==> config.mk <==
export PLATFORM = sky130hd
export DESIGN_NAME = shreg_load_ctrl_flat
export DESIGN_NICKNAME = d
export VERILOG_FILES = /design/src/rtl/shreg_load_ctrl_if.sv /design/src/rtl/shreg_load_ctrl.sv /design/src/flat_wrapper.sv
export SDC_FILE = /design/constraint.sdc
export NUM_CORES = 1
export LEC_CHECK = 0
export ABC_AREA = 1
export BUFFER_PORTS_ARGS = -buffer_cell sky130_fd_sc_hd__buf_4
export CORE_ASPECT_RATIO = 0.8
export CORE_MARGIN = 2
export CORE_UTILIZATION = 47
export DETAILED_ROUTE_END_ITERATION = 10
export HOLD_SLACK_MARGIN = 0.15
export PLACE_DENSITY_LB_ADDON = 0.25
export SLEW_MARGIN = 20
export SYNTH_ARGS = -nofsm -noshare
export SYNTH_HDL_FRONTEND = slang
export SYNTH_SLANG_ARGS = --single-unit
==> constraint.sdc <==
create_clock -name clk -period 1.46 [get_ports clk]
set_input_delay 0.292 -clock clk [delete_from_list [all_inputs] [get_ports clk]]
set_output_delay 0.292 -clock clk [all_outputs]
set_load 0.005 [all_outputs]
==> src/rtl/shreg_load_ctrl_if.sv <==
// Parallel-side bundle for shreg_load_ctrl: producer handshake, status and readback word.
// The master modport is the producer; the slave modport is the controller.
interface shreg_load_ctrl_if #(
  parameter int unsigned WIDTH = 16
);
  logic [WIDTH-1:0] din;
  logic             din_valid;
  logic             din_ready;
  logic             busy;
  logic [WIDTH-1:0] dout;
  logic             dout_valid;

  modport master (
    output din,
    output din_valid,
    input  din_ready,
    input  busy,
    input  dout,
    input  dout_valid
  );

  modport slave (
    input  din,
    input  din_valid,
    output din_ready,
    output busy,
    output dout,
    output dout_valid
  );
endinterface

==> src/rtl/shreg_load_ctrl.sv <==
// Loads one parallel word per handshake into a serial shift chain, MSB first, then latches it.
// Define SHREG_CTRL_READBACK_EN to capture the chain's serial return (sin) into dout.
module shreg_load_ctrl #(
  parameter int unsigned WIDTH  = 16,
  parameter int unsigned CLKDIV = 2
) (
  input  logic              clk,
  input  logic              nRST,
  shreg_load_ctrl_if.slave  bus,
  output logic              sdata,
  output logic              sclk,
  output logic              slatch,
  input  logic              sin
);

  localparam int unsigned DivW = $clog2(CLKDIV) + 1;
  localparam int unsigned BitW = $clog2(WIDTH);
  localparam logic [DivW-1:0] DivMax = DivW'(CLKDIV - 1);
  localparam logic [BitW-1:0] BitMax = BitW'(WIDTH - 1);

  typedef enum logic [1:0] {StIdle, StShift, StLatch} state_e;

  state_e           state_q, state_d;
  logic [DivW-1:0]  div_q, div_d;
  logic [BitW-1:0]  bit_q, bit_d;
  logic [WIDTH-1:0] shbuf_q, shbuf_d;
  logic             sdata_q, sdata_d;
  logic             sclk_q, sclk_d;
  logic             slatch_q, slatch_d;

  logic div_end;
  logic accept;
  logic sclk_rise;
  logic latch_done;

  assign div_end    = (div_q == DivMax);
  assign accept     = (state_q == StIdle) && bus.din_valid;
  assign sclk_rise  = (state_q == StShift) && div_end && !sclk_q;
  assign latch_done = (state_q == StLatch) && div_end;

  always_ff @(posedge clk) begin
    if (!nRST) begin
      state_q  <= StIdle;
      div_q    <= '0;
      bit_q    <= '0;
      shbuf_q  <= '0;
      sdata_q  <= 1'b0;
      sclk_q   <= 1'b0;
      slatch_q <= 1'b0;
    end else begin
      state_q  <= state_d;
      div_q    <= div_d;
      bit_q    <= bit_d;
      shbuf_q  <= shbuf_d;
      sdata_q  <= sdata_d;
      sclk_q   <= sclk_d;
      slatch_q <= slatch_d;
    end
  end

  always_comb begin
    state_d  = state_q;
    div_d    = div_q;
    bit_d    = bit_q;
    shbuf_d  = shbuf_q;
    sdata_d  = sdata_q;
    sclk_d   = sclk_q;
    slatch_d = slatch_q;
    unique case (state_q)
      StIdle: begin
        if (accept) begin
          // MSB goes straight onto sdata; the buffer keeps the remaining bits left-aligned.
          state_d = StShift;
          shbuf_d = bus.din << 1;
          sdata_d = bus.din[WIDTH-1];
          sclk_d  = 1'b0;
          div_d   = '0;
          bit_d   = '0;
        end
      end
      StShift: begin
        if (!div_end) begin
          div_d = div_q + DivW'(1);
        end else begin
          div_d = '0;
          if (!sclk_q) begin
            sclk_d = 1'b1;
          end else begin
            sclk_d = 1'b0;
            if (bit_q == BitMax) begin
              state_d  = StLatch;
              slatch_d = 1'b1;
            end else begin
              bit_d   = bit_q + BitW'(1);
              sdata_d = shbuf_q[WIDTH-1];
              shbuf_d = shbuf_q << 1;
            end
          end
        end
      end
      StLatch: begin
        if (!div_end) begin
          div_d = div_q + DivW'(1);
        end else begin
          div_d    = '0;
          state_d  = StIdle;
          slatch_d = 1'b0;
        end
      end
      default: state_d = StIdle;
    endcase
  end

  assign bus.din_ready = (state_q == StIdle);
  assign bus.busy      = (state_q != StIdle);
  assign sdata         = sdata_q;
  assign sclk          = sclk_q;
  assign slatch        = slatch_q;

`ifdef SHREG_CTRL_READBACK_EN
  logic [WIDTH-1:0] rb_q, rb_d;
  logic [WIDTH-1:0] dout_q, dout_d;
  logic             dout_valid_q, dout_valid_d;

  always_ff @(posedge clk) begin
    if (!nRST) begin
      rb_q         <= '0;
      dout_q       <= '0;
      dout_valid_q <= 1'b0;
    end else begin
      rb_q         <= rb_d;
      dout_q       <= dout_d;
      dout_valid_q <= dout_valid_d;
    end
  end

  // sin is taken on the edge that raises sclk, i.e. before the chain shifts on that rise.
  always_comb begin
    rb_d         = rb_q;
    dout_d       = dout_q;
    dout_valid_d = 1'b0;
    if (accept) begin
      rb_d = '0;
    end else if (sclk_rise) begin
      rb_d = {rb_q[WIDTH-2:0], sin};
    end
    if (latch_done) begin
      dout_d       = rb_q;
      dout_valid_d = 1'b1;
    end
  end

  assign bus.dout       = dout_q;
  assign bus.dout_valid = dout_valid_q;
`else
  logic unused_sin;
  logic unused_rb_strobes;
  assign unused_sin        = sin;
  assign unused_rb_strobes = sclk_rise ^ latch_done;

  assign bus.dout       = '0;
  assign bus.dout_valid = 1'b0;
`endif

endmodule

==> src/flat_wrapper.sv <==
// flat-port wrapper written by rule: the top's interface ports become plain ports
module shreg_load_ctrl_flat 
#(
  parameter int unsigned WIDTH  = 16,
  parameter int unsigned CLKDIV = 2
)
  (clk, nRST, sdata, sclk, slatch, sin, bus_din, bus_din_valid, bus_din_ready, bus_busy, bus_dout, bus_dout_valid);
  shreg_load_ctrl_if #(.WIDTH(WIDTH)) bus_i ();
  input  logic clk;
  input  logic nRST;
  output logic sdata;
  output logic sclk;
  output logic slatch;
  input  logic sin;
  input wire logic [$bits(bus_i.din)-1:0] bus_din;
  input wire logic [$bits(bus_i.din_valid)-1:0] bus_din_valid;
  output wire logic [$bits(bus_i.din_ready)-1:0] bus_din_ready;
  output wire logic [$bits(bus_i.busy)-1:0] bus_busy;
  output wire logic [$bits(bus_i.dout)-1:0] bus_dout;
  output wire logic [$bits(bus_i.dout_valid)-1:0] bus_dout_valid;
  assign bus_i.din = bus_din;
  assign bus_i.din_valid = bus_din_valid;
  assign bus_din_ready = bus_i.din_ready;
  assign bus_busy = bus_i.busy;
  assign bus_dout = bus_i.dout;
  assign bus_dout_valid = bus_i.dout_valid;
  shreg_load_ctrl #(.WIDTH(WIDTH), .CLKDIV(CLKDIV)) u_core (.clk(clk), .nRST(nRST), .bus(bus_i), .sdata(sdata), .sclk(sclk), .slatch(slatch), .sin(sin));
endmodule
==> results.yml, run 1 <==
layout:
  design_area_um2: 1930
  area_delta_synth_final_pct: 20.1
  drive_gt1_share_pct: 24.4
  final_cell_mix: "nand2_1 (49), nor2_1 (47), buf_4 (35), dfxtp_1 (24), nand4_1 (21)"
  n_fill_cell: 297
  n_antenna_cell: 0
  final_nets: 289
  layout_commonest_cell: "nand2_1"
global_routing:
  grt.overflow.total: 0
  grt_pass1_wl_mm: 5.89
  grt_max_degree: 25
  grt_util_all_layers_pct: 18.4
  antenna_found_initial: 0
  grt_pass1_vias: 1354
route:
  wire_per_inst_um: 11.9
  drt_iter0_markers: 81
  dr.pass1.iters: 4
  drc: 0
  routed_via_density: 4.91
  drt_wl_total_mm: 3.61
  antenna_left: 0
  via_count: 1484
placed_design:
  hpwl_mm: 2.35
  dpl_cell_area_um2: 1800
  io_buffers: 23
  place_congestion: 0.815
  post-place-ws_ns: -0.0586
logic_synthesis:
  syn_area_um2: 1600
  yosys_warnings: 0
  yosysSeqAreaShare_pct: 32.5
  synthTopCellsByArea: "dfxtp_1 (32%), nand2_1 (12%), nor2_1 (12%), buf_4 (8.4%), nand4_1 (8.2%)"
  avgSynthCellArea_um2: 6.82
  synthCells: 235
  ys_ff_latch: 26
  ys_types: 27
  synth_top_area_share_pct: 32.5
  yosysTopAreaCell: "dfxtp_1"
die:
  rows: 18
  die_w_um: 69.3
  initial_utilization_pct: 50.5
  ios: 42
  core-area_um2: 3180
  fp.dieH_um: 56.2
  fp.dieArea_um2: 3900
hold_path:
  hp-start: "bus_din[0]"
  hold-path-endpoint: "u_core.shbuf_q[1]"
  min_path_cells: 5
  hold_class: "in -> reg"
power:
  power_w: 0.00356
  leakagePower_nw: 0.899
  peakVddDrop_mv: 0.821
  power_density_nw_per_um2: 1850
setup_path:
  reg2reg_to: "u_core.shbuf_q[5]"
  r2r-start: "u_core.state_q[0]"
  crit_path_max_fanout: 8
  reg2reg_setup_slack_ns: 0.0006
  critical_path.startpoint_type: "flop"
  reg2reg_depth: 9
  critPathCaptureType: "flop"
  required_ns: 1.67
  cpPeakStageDelay_ns: 0.40
  cp_slowest_cell: "dfxtp_4"
  arrival_ns: 1.67
  path_cells: "inv_4, ha_4, nand2_2, nand2_2, nor2_4, nand3_4, inv_6, nor2_1, nor2_1"
  critPathKind: "reg -> reg"
sta:
  drv_slew: 0
  rsz0062_at_grt: "true"
  finalWorstSetupSlack_ns: 0.000620
  clock.fmax_mhz: 685
  min_period_ns: 1.46
  period_share_pct: 100
  hold_viol: 0
  worst_clock_skew_ns: 0.00519
  setup_violations: 0
clocking:
  clock_sinks: 26
  cts_tree: "done"
  cts_root_buffer: "clkbuf_8"
  cts_buffers: 3
  clk_latency_ns: 0.27
  clk_pin_slew_worst_paths_ns: 0.09
  postCtsHoldBufs: 0
  cts_buffer_depth: 2
  h-tree-depth: 1
run:
  max_cap_violations: 0
outcome:
  status: "completed"
repair_timing:
| action | in CTS | in global routing |
|---|---|---|
| buffers inserted | 0 | 0 |
| gates resized for setup | 10 | 13 |
| endpoints found under the setup margin | 22 | 24 |
| gates cloned | 0 | 1 |
| pin swaps | 2 | 12 |
critical path, delay by kind of cell, from the launching register on:
family	cells	cell delay, ns
adders and majority gates	1	0.17
DFF	1	0.40
buffers and inverters	2	0.19
and+or+nand+nor	6	0.62
routing by layer:
metal	global-route usage (%)	vias to the layer above	wire length (um)
li1	-	776	-
met1	23.7	667	1750
met2	32.1	39	1700
met3	3.80	2	131
met4	3.64	0	27
met5	0	-	0
area by class of cell:
| type | count | area, um2 | area share (%) |
|---|---|---|---|
| Multi-Input combinational cell | 178 | 933 | 48.5 |
| Sequential cell | 26 | 526 | 27.3 |
| Timing Repair Buffer | 37 | 285 | 14.8 |
| Inverter | 17 | 81.3 | 4.22 |
| Tap cell | 40 | 50.0 | 2.60 |
| Clock buffer | 3 | 41.3 | 2.14 |
| Timing Repair inverter | 1 | 8.76 | 0.455 |
state kept, by name (all words and copies together), names as in the netlist:
signal / flops
u_core.bit_q: 4
u_core.sdata: 1
u_core.state_q: 2
u_core.slatch: 1
u_core.sclk: 1
u_core.shbuf_q: 15
u_core.div_q: 2
worst max-delay path by stage:
stage	from	to	slack, ns	cells after the start
6_report	u_core.state_q[0]	u_core.shbuf_q[5]	0.0006	9
2_1_floorplan	u_core.state_q[1]	u_core.sdata	0.01	12
5_1_grt	u_core.state_q[0]	u_core.shbuf_q[4]	-0.07	9
3_5_place_dp	u_core.state_q[0]	u_core.shbuf_q[4]	-0.06	7
4_1_cts	u_core.state_q[0]	bus_busy	0.002	5
3_3_place_gp	u_core.state_q[0]	u_core.shbuf_q[12]	-0.03	7
kinds of logic after synthesis:
group / count (synthesis) / synth area share [%]
compound gates: 25 / 10.5
xor+xnor: 1 / 0.547
fa+ha+maj: 5 / 3.90
buf+inv: 47 / 16.6
flops: 26 / 32.5
other cells: 1 / 0.234
simple gates: 130 / 35.7
Yosys cell counts (all sizes together):
library cell / count
nand2: 52
nor2: 51
a21oi: 4
inv: 16
xor2: 1
conb: 1
nand4: 21
clkbuf: 4
ha: 5
nor3: 1
dfxtp: 26
nand3: 4
o21a: 2
o21ai: 5
clkinv: 1
or2: 1
a21boi: 14
buf: 26
stage by stage:
step           instances  hold slack [ns]  utilization (%)  setup TNS [ns]
2_1_floorplan        251            0.424                -               0
3_3_place_gp         298            0.453             56.7          -0.412
3_5_place_dp         298            0.459             56.7          -0.874
4_1_cts              301            0.370             59.3               0
5_1_grt              302            0.400             60.6          -0.947
6_report             302            0.376             60.6               0
power breakdown:
| part | internal [W] | switching (W) |
|---|---|---|
| Clock | 0.000185 | 0.000218 |
| Combinational | 0.000870 | 0.00120 |
| Sequential | 0.000940 | 0.000144 |
| Total | 0.00200 | 0.00156 |
Note: power is estimated with default switching activity, not from simulation.
==> run 2, diff against run 1 <==
--- a/config.mk
+++ b/config.mk
@@ -7,11 +7,11 @@
 export LEC_CHECK = 0
 export ABC_AREA = 1
 export BUFFER_PORTS_ARGS = -buffer_cell sky130_fd_sc_hd__buf_4
-export CORE_ASPECT_RATIO = 0.8
+export CORE_ASPECT_RATIO = 1.1
 export CORE_MARGIN = 2
 export CORE_UTILIZATION = 47
 export DETAILED_ROUTE_END_ITERATION = 10
-export HOLD_SLACK_MARGIN = 0.15
+export HOLD_SLACK_MARGIN = 0.03
 export PLACE_DENSITY_LB_ADDON = 0.25
 export SLEW_MARGIN = 20
 export SYNTH_ARGS = -nofsm -noshare
==> results.yml, run 2 (synthesis gave the netlist of run 1 again) <==
outcome:
  status: "finished with violations"
  violations: "negative setup slack"
sta:
  finalWorstSetupSlack_ns: -0.0316
  period_share_pct: 102
  hold_slack_ns: 0.296
  clock.fmax_mhz: 670
  setup_violations: 2
  worst_clock_skew_ns: 0.0112
  hold_viol: 0
  drv_slew: 0
  min_period_ns: 1.49
  fin_setup_tns_ns: -0.0404
  rsz0062_at_grt: "true"
route:
  dr.pass1.iters: 4
  wire_per_inst_um: 11.2
  drt_wl_total_mm: 3.45
  routed_via_density: 4.96
  drt_iter0_markers: 99
  antenna_left: 0
  drc: 0
  via_count: 1527
global_routing:
  antenna_found_initial: 0
  grt.overflow.total: 0
  grt_util_all_layers_pct: 19.0
  grt_pass1_wl_mm: 5.74
  grt_max_degree: 25
  grt_pass1_vias: 1362
layout:
  reg.largest.list: "u_core.shbuf_q (15), u_core.bit_q (4)"
  final_cell_mix: "nor2_1 (48), nand2_1 (48), buf_4 (42), dfxtp_1 (24), nand4_1 (21)"
  top_register: "u_core.shbuf_q"
  largest_reg_flops: 15
  n_fill_cell: 330
  final_nets: 298
  n_antenna_cell: 0
  multi_input_area_um2: 936
  drive_gt1_share_pct: 27.6
  area_delta_synth_final_pct: 25.8
  seq_area_um2: 526
  instances_no_fill: 308
die:
  die_w_um: 59.7
  core-area_um2: 3300
  initial_utilization_pct: 48.5
  rows: 22
  fp.dieArea_um2: 3890
  fp.dieH_um: 65.2
  ios: 42
setup_path:
  critPathCaptureType: "output pin"
  reg2reg_to: "u_core.shbuf_q[4]"
  required_ns: 1.17
  arrival_ns: 1.20
  critical_path.startpoint_type: "flop"
  reg2reg_setup_slack_ns: 0.01
  r2r-start: "u_core.state_q[0]"
  crit_path_max_fanout: 4
  critPathKind: "reg -> out"
  reg2reg_depth: 9
clocking:
  clk_pin_slew_worst_paths_ns: 0.15
  cts_root_buffer: "clkbuf_4"
  cts_tree: "done"
  cts_buffers: 3
  clk_latency_ns: 0.34
  cts_buffer_depth: 2
  h-tree-depth: 1
  postCtsHoldBufs: 0
  clock_sinks: 26
hold_path:
  min_path_cells: 3
  hp-start: "nRST"
  hold_class: "in -> reg"
  hold-path-endpoint: "u_core.shbuf_q[14]"
power:
  internal-power_w: 0.00223
  seq_power_share_pct: 28.3
  power.share.clock_pct: 13.5
  power_density_nw_per_um2: 1880
  peakVddDrop_mv: 1.29
  swShare_pct: 41.3
  combPwrFrac_pct: 58.2
  leakagePower_nw: 0.951
  p_sw_w: 0.00156
placed_design:
  io_buffers: 23
  hpwl_mm: 2.34
  post-place-cells: 302
  place_congestion: 0.785
  post-place-ws_ns: -0.134
run:
  max_cap_violations: 0
-- run 2: cell count changes in the layout (fill, tap and decap cells not counted), sizes merged --
cell and delta:
buf +10, bufinv +1, inv -1
-- run 2: power groups by stage --
stage / clock (W) / sequential (W) / combinational [W]
after floorplan: 0 / 0.00105 / 0.00141
after global routing: 0.000546 / 0.00110 / 0.00251
after detailed placement: 0 / 0.00107 / 0.00196
after global placement: 0 / 0.00107 / 0.00194
final: 0.000511 / 0.00107 / 0.00221
after CTS: 0.000521 / 0.00107 / 0.00211
-- run 2: final cells by class --
cell class                      count  share of cell area, %
Timing Repair Buffer               47                   18.4
Clock inverter                      1                   1.49
Tap cell                           36                   2.23
Inverter                           17                   4.28
Sequential cell                    26                   26.1
Clock buffer                        3                   1.12
Multi-Input combinational cell    178                   46.4
-- run 2: routing by layer --
metal	global-route usage [%]	part of all wire [%]	up-vias
met5	0	0	-
met3	2.36	3.7	5
met2	33.4	53	33
li1	-	-	799
met1	22.9	42	690
met4	7.50	1.8	0
-- run 2: what timing repair did --
action | in CTS | in global routing
pin swaps | 2 | 6
resized for setup | 15 | 12
buffers inserted | 1 | 1
setup endpoints to repair | 24 | 24
-- run 2: worst max path at each step --
stage                 startpoint           endpoint  slack (ns)  cells past startpoint
6_report       u_core.state_q[0]           bus_busy       -0.03                      5
5_1_grt        u_core.state_q[0]  u_core.shbuf_q[4]       -0.09                      9
4_1_cts        u_core.state_q[0]           bus_busy       -0.04                      5
3_5_place_dp   u_core.state_q[0]  u_core.shbuf_q[4]       -0.13                      9
3_3_place_gp   u_core.state_q[0]  u_core.shbuf_q[4]       -0.10                      9
2_1_floorplan  u_core.state_q[1]       u_core.sdata        0.01                     12
-- run 2: per-stage QoR --
stage	util, %	total power, W	cell area [um2]
6_report	61.1	0.00379	2020
5_1_grt	61.1	0.00415	2020
4_1_cts	59.7	0.00370	1970
3_5_place_dp	56.1	0.00303	1850
3_3_place_gp	56.1	0.00300	1850
2_1_floorplan	-	0.00246	1680
-- run 2: worst max-delay path, stage by stage (launching register included) --
cell and delay [ns]:
dfxtp_4 0.40, inv_4 0.06, ha_4 0.16, inv_4 0.04, buf_6 0.11, buf_6 0.10
